===== config.mk =====
export PLATFORM = sky130hd
export DESIGN_NAME = inv_round_controller
export DESIGN_NICKNAME = d
export VERILOG_FILES = /design/src/rtl/inv_round_controller.sv
export SDC_FILE = /design/constraint.sdc
export NUM_CORES = 1
export LEC_CHECK = 0
export BUFFER_PORTS_ARGS = -buffer_cell sky130_fd_sc_hd__buf_2
export CAP_MARGIN = 20
export CORE_AREA = 2 2 39 41
export CTS_BUF_LIST = sky130_fd_sc_hd__clkbuf_8
export CTS_CLUSTER_DIAMETER = 60
export DETAILED_ROUTE_END_ITERATION = 10
export DIE_AREA = 0 0 41 43
export GPL_TIMING_DRIVEN = 0
export HOLD_SLACK_MARGIN = 0.03
export PLACE_DENSITY_LB_ADDON = 0.2
export SLEW_MARGIN = 10
export SYNTH_ARGS = -nofsm -noshare
export SYNTH_HDL_FRONTEND = slang
export SYNTH_SLANG_ARGS = --single-unit

===== constraint.sdc =====
create_clock -name clk -period 5.7 [get_ports clk]
set_input_delay 0.57 -clock clk [delete_from_list [all_inputs] [get_ports clk]]
set_output_delay 0.57 -clock clk [all_outputs]
set_load 0.02 [all_outputs]

===== src/rtl/inv_round_controller.sv =====
// ---------------------------------------------------------------------------
// inv_round_controller
//
// Sequencer for the AES-128 decryption datapath. It walks the cipher state
// register through the initial AddRoundKey (round NUM_ROUNDS) and the
// inverse rounds down to round 0. For each round it requests the round key
// from key storage over key_req/key_ack and enables the inverse round stages.
//
// Ports
//   clk, n_rst          clock (rising edge), async active-low reset
//   start               begin one block (sampled only in IDLE)
//   abort               synchronous cancel back to IDLE
//   key_ack             key storage presents the key for key_round
//   busy                block in progress (LOAD/FETCH)
//   done                one-cycle pulse, plaintext is in the state register
//   load_input          datapath captures ciphertext this cycle
//   key_req, key_round  round key request and its index
//   state_we            state register captures datapath output this cycle
//   inv_sub_enable, inv_shift_enable, inv_mix_enable, add_key_enable
//                       per-stage enables (stage is bypassed when 0)
//   round_num           current round counter
// ---------------------------------------------------------------------------
module inv_round_controller #(
    parameter int NUM_ROUNDS = 10
) (
    input  logic       clk,
    input  logic       n_rst,
    input  logic       start,
    input  logic       abort,
    input  logic       key_ack,
    output logic       busy,
    output logic       done,
    output logic       load_input,
    output logic       key_req,
    output logic [3:0] key_round,
    output logic       state_we,
    output logic       inv_sub_enable,
    output logic       inv_shift_enable,
    output logic       inv_mix_enable,
    output logic       add_key_enable,
    output logic [3:0] round_num
);

    localparam logic [3:0] LAST = 4'(NUM_ROUNDS);

    typedef enum logic [1:0] {
        IDLE  = 2'd0,
        LOAD  = 2'd1,
        FETCH = 2'd2,
        DONE  = 2'd3
    } state_t;

    state_t     state;
    state_t     nxt_state;
    logic [3:0] nxt_round;

    // Next-state / next-round. Abort wins over everything else and leaves
    // the round counter untouched.
    always_comb begin
        nxt_state = state;
        nxt_round = round_num;
        if (abort) begin
            nxt_state = IDLE;
        end else begin
            case (state)
                IDLE:  if (start) nxt_state = LOAD;
                LOAD: begin
                    nxt_state = FETCH;
                    nxt_round = LAST;
                end
                FETCH: begin
                    if (key_ack) begin
                        if (round_num == 4'd0) nxt_state = DONE;
                        else                   nxt_round = round_num - 4'd1;
                    end
                end
                DONE:  nxt_state = IDLE;
                default: nxt_state = IDLE;
            endcase
        end
    end

    // Capture is tied directly to the key handshake so the state register
    // loads in the same cycle the key is on the bus. Not gated by abort.
    assign state_we = (state == FETCH) && key_ack;

    // Moore outputs are registered: decode them from the next state/round so
    // they line up with the state they describe.
    always_ff @(posedge clk or negedge n_rst) begin
        if (!n_rst) begin
            state            <= IDLE;
            round_num        <= 4'd0;
            key_round        <= 4'd0;
            busy             <= 1'b0;
            done             <= 1'b0;
            load_input       <= 1'b0;
            key_req          <= 1'b0;
            inv_sub_enable   <= 1'b0;
            inv_shift_enable <= 1'b0;
            inv_mix_enable   <= 1'b0;
            add_key_enable   <= 1'b0;
        end else begin
            state            <= nxt_state;
            round_num        <= nxt_round;
            key_round        <= nxt_round;
            busy             <= (nxt_state == LOAD) || (nxt_state == FETCH);
            done             <= (nxt_state == DONE);
            load_input       <= (nxt_state == LOAD);
            key_req          <= (nxt_state == FETCH);
            // Round NUM_ROUNDS is the bare initial AddRoundKey; round 0 is
            // the final round without inverse mix-columns.
            add_key_enable   <= (nxt_state == FETCH);
            inv_sub_enable   <= (nxt_state == FETCH) && (nxt_round != LAST);
            inv_shift_enable <= (nxt_state == FETCH) && (nxt_round != LAST);
            inv_mix_enable   <= (nxt_state == FETCH) && (nxt_round != LAST)
                                && (nxt_round != 4'd0);
        end
    end

endmodule

# After elaboration in Yosys (flattened, before gate mapping)
# Cells that the tools add are included.
[classes] n_mux=9 eq_ne=7 reduce_logical=7 n_addsub=1
[op_table] op="$mux 4" n=3
[op_table] op="$eq 2x2->1 const B" n=4
[op_table] op="$mux 2" n=4
[op_table] op="$pmux 2 s4" n=1
[op_table] op="$pmux 4 s2" n=1
[op_table] op="$eq 2x1->1 const B" n=2
[op_table] op="$logic_not 4->1" n=1
[op_table] op="$ne 4x4->1 const B" n=1
[op_table] op="$reduce_bool 4->1" n=1
[op_table] op="$sub 4x1->4 const B" n=1
[op_table] op="$logic_and 1x1->1" n=3
[op_table] op="$logic_not 2->1" n=1
[op_table] op="$logic_or 1x1->1" n=1
[word_totals] in_bits=5 output_inout_bits=17 wordCells=32 regBits=12

# Longest topological paths before layout
[depth] ltp_word=8 ltp_mapped=8 depth_no_buf=8

# Least setup slack after synthesis
# Ideal clock, no wire load.
[synth_timing] kind="register to register" startpoint="register round_num[0]" endpoint="register inv_shift_enable" arrival_ps=2040 required_ps=5581 n_path_buf=0 setup_slack_ps=3541 period_less_slack_ps=2159 stages_incl_launch_ff=8 setup_ps=119 path_cell_list="dfrtp_1 > inv_1 > ha_1 > or3b_1 > or3_1 > a211o_1 > ha_1 > o21a_1"
[synth_between] elab_chain_cells=7 elab_cells_between_ends=13 classes_between="add/sub (1); eq/ne (2); mux (8); reduce/logical (2)"
[synth_rtl] item="start: declaration" line_no="41" text="output logic [3:0] round_num"
[synth_rtl] item="start signal: assignment" line_no="104" text="round_num <= nxt_round;"
[synth_rtl] item="$sub 4x1->4 / $logic_not 4->1 (equally long branches)" line_no="74, 73"
[synth_rtl] item="$mux 4 / $mux 2 (equally long branches)" line_no="73" text="if (round_num == 4'd0) nxt_state = DONE;"
[synth_rtl] item="$mux 4 / $mux 2 (equally long branches)" line_no="72" text="if (key_ack) begin"
[synth_rtl] item="$pmux 4 s2 / $pmux 2 s4 (equally long branches)" line_no="65" text="case (state)"
[synth_rtl] item="$mux 4 / $mux 2 (equally long branches)" line_no="62" text="if (abort) begin"
[synth_rtl] item="$ne 4x4->1 / $eq 2x2->1 (equally long branches)" line_no="114" text="inv_shift_enable <= (nxt_state == FETCH) && (nxt_round != LAST);"
[synth_rtl] item="$logic_and 1x1->1 (*)" line_no="114"
[synth_rtl] item="end signal: assignment" line_no="114"
[synth_rtl] item="end: declaration" line_no="38" text="output logic inv_shift_enable,"
# Every way passes the cells marked *; elsewhere a longest branch is shown, timed or not.

# Final worst setup path
# Same ends and word-level chain as after synthesis.

==> summary.md <==
| Metric | Value |
|---|---|
| Initial antenna violation count | 0 |
| CP bufs+invs | 1 |
| Total CTS buffers | 3 |
| # Post-CTS Setup Buffers | 0 |
| Worst Path Arrival | 2400 ps |
| Tot Pwr | roughly 460 uW |
| Post-cts repair resize count | 0 |
| Fillers | 122 |
| Post-synth top cells | dfrtp_1 (12), inv_1 (9), ha_1 (7), buf_4 (6) |
| Initial drt markers | 5 |
| Final HPWL DP | 981 um |
| Worst slew pin tran | 423 ps |
| Die Y-Extent | 43 um |
| Register area | 300 um^2 |
| Drt wl/cell | around 12 um |
| Reg2Reg Launch Point | round_num[0] |
| R2r setup slk | 3420 ps |
| Num ports | 22 |
| Ys Warns | 0 |
| Post-route setup TNS | 0 ps |
| Tot GR Track Use | 16.9% |
| HP Class | input port to asynchronous set/reset pin |
| RD Place Congestion | 0.716 |
| Input/output buffers | 21 |
| Layout Nets | 105 |
| Count of cell types in the netlist | 29 |
| Die W | 41 um |
| Layout cells sized above 1 | 39.6% |
| Fin. Hold Viols | 0 |
| Count leader, synth | dfrtp_1 |
| Startpoint type of the worst setup path | flip-flop |
| DRT antenna net count | 0 |
| Setup crit start | round_num[0] |
| Row count | 14 |
| Main area contributors after synthesis | dfrtp_1 (42%), ha_1 (12%), buf_4 (6.3%) |
| Final Max Tran Viols | 0 |
| Share of flip-flops with an asynchronous set or reset | 100% |
| WL final | 1240 um |
| Setup violators final | 0 |
| Overflow after GRT | 0 |
| Post-route cell area | 877 um^2 |
| CTS tree | done |
| Worst Path Required | 5820 ps |
| Global-route wire length before repair | 1990 um |
| Number of diodes | 0 |
| Rel. slew slack | a little under three quarters |
| Clock Pin Slew Worst Setup and Hold Paths | 50 ps |
| Tcrit/Tclk final | ~40% |
| Multi-input logic area | 327 um^2 |
| Post-Syn Instances | 67 |
| Vias post-DR | 537 |
| Total of max-cap violations | 0 |
| DRC violations left | 0 |
| Delay-heaviest family, CP | simple AND/OR/NAND/NOR gates |
| Syn Std Cell Area | 711 um^2 |
| Syn nets | 79 |
| Critical path depth | 7 |
| Power per Cell Area | 522 nW/um^2 |
| FF+latch count, synth | 12 |
| Vias per inst | 5.02 |
| Worst skew pair latency | 230 ps |
| Most used cell, CP | ha_1 |
| Drt first pass iters | 4 |
| Core ar. | around 1400 um^2 |
| DP Area | roughly 840 um^2 |
| Post-Route Utilization | a little under two thirds |
| Die area | between 1500 and 2000 um^2 |
| Crit path capture type | flip-flop |
| Fin crit period | 2280 ps |
| H-tree levels | 1 |
| Fmax | 0.438 GHz |
| Peak fanout along the critical path | 6 |
| Initial Utilization | 51.4% |
| Number of synthesized flops with an enable pin | 0 |
| Number of global-route vias before repair | 475 |
| Synth Area per Inst | 10.6 um^2 |
| Status | finished clean |
| Worst R2R End | inv_shift_enable |
| Sinks on Clock Net | 12 |
| P&R area growth vs syn | 23.4% |
| Sequential element share of the synthesized area | between 40% and 50% |
| Max clock buf depth | 2 |
| Worst VDD drop | 0.297 mV |
| Kind of critical path | flip-flop to flip-flop |
| Worst R2R Path Depth | 7 |
| Root buf cell | clkbuf_8 |
| Yosys top cell by area | dfrtp_1 |
| CP max stage delay | 440 ps |
| Leak pwr | 0.489 nW |
| RSZ-0062 raised after global routing | no |
| Clk_skew | a little over 0.7 ps |
| Cell Chain, Critical Path | inv_1 > ha_1 > or3b_1 > or3_1 > a211o_1 > ha_1 > o21a_1 |
| Top-area cell type share of the netlist area | 42.3% |
| Post-synth top flop | dfrtp_1 |
| CP max-delay cell | dfrtp_1 |
| Largest net degree at the start of global routing | 13 |
| Cts hold-fix bufs | 0 |
[logic make-up after synthesis]
kind of cell               count (synthesis)  synth area share [%]
xor gates and xnor gates                   1                  1.23
DFF                                       12                  42.3
buffers and inverters                     16                  11.8
and+or+nand+nor                           14                  13.7
AOI/OAI and AO/OA                         17                  18.7
adders and majority gates                  7                  12.3
[flip-flops by register name (all words and copies together) (netlist names)]
register and count:
inv_mix_enable 1, busy 1, round_num 4, inv_shift_enable 1, done 1, load_input 1
state 2, add_key_enable 1
[area by class of cell]
class,instances,share of cell area [%]
sequential,12,34.2
multi-input combinational,39,37.2
tap,16,2.28
clock buffer,3,4.71
buffer,7,5.71
timing repair buffer,21,12.0
inverter,9,3.85
[routing by layer]
layer / vias up / wire length [um] / track usage [%]
li1: 275 / - / -
met1: 241 / 543 / 22.0
met2: 19 / 611 / 26.9
met3: 2 / 71 / 1.57
met4: 0 / 14 / 8.00
met5: - / 0 / 0
[power by group]
group | internal (mW) | switching (mW) | total (mW) | leakage, nW
Clock | 0.0461 | 0.0255 | 0.0716 | 0.0216
Sequential | 0.113 | 0.0198 | 0.133 | 0.161
Combinational | 0.101 | 0.153 | 0.254 | 0.306
Total | 0.260 | 0.198 | 0.458 | 0.489
[worst max path at each step]
stage,endpoint,slack (ps)
floorplan,inv_shift_enable,3540
finish,inv_shift_enable,3420
detailed placement,inv_mix_enable,3420
global route,inv_shift_enable,3310
CTS,inv_shift_enable,3410
global placement,inv_shift_enable,3450
[through the flow]
step	setup slack (ps)	std cells	hold WS (ps)
after floorplan	3540	67	274
after global placement	3450	104	455
after detailed placement	3420	104	458
after CTS	3410	107	210
after global routing	3310	107	222
final	3420	107	204
[cell usage in the layout (no fill, tap or decap), types with 3 or more instances in the layout]
cell	count
buf_2	22
buf_4	6
clkbuf_8	3
dfrtp_1	12
ha_1	7
inv_1	9
nor2_1	3
o21ai_0	3
(Power assumes the default switching activity.)
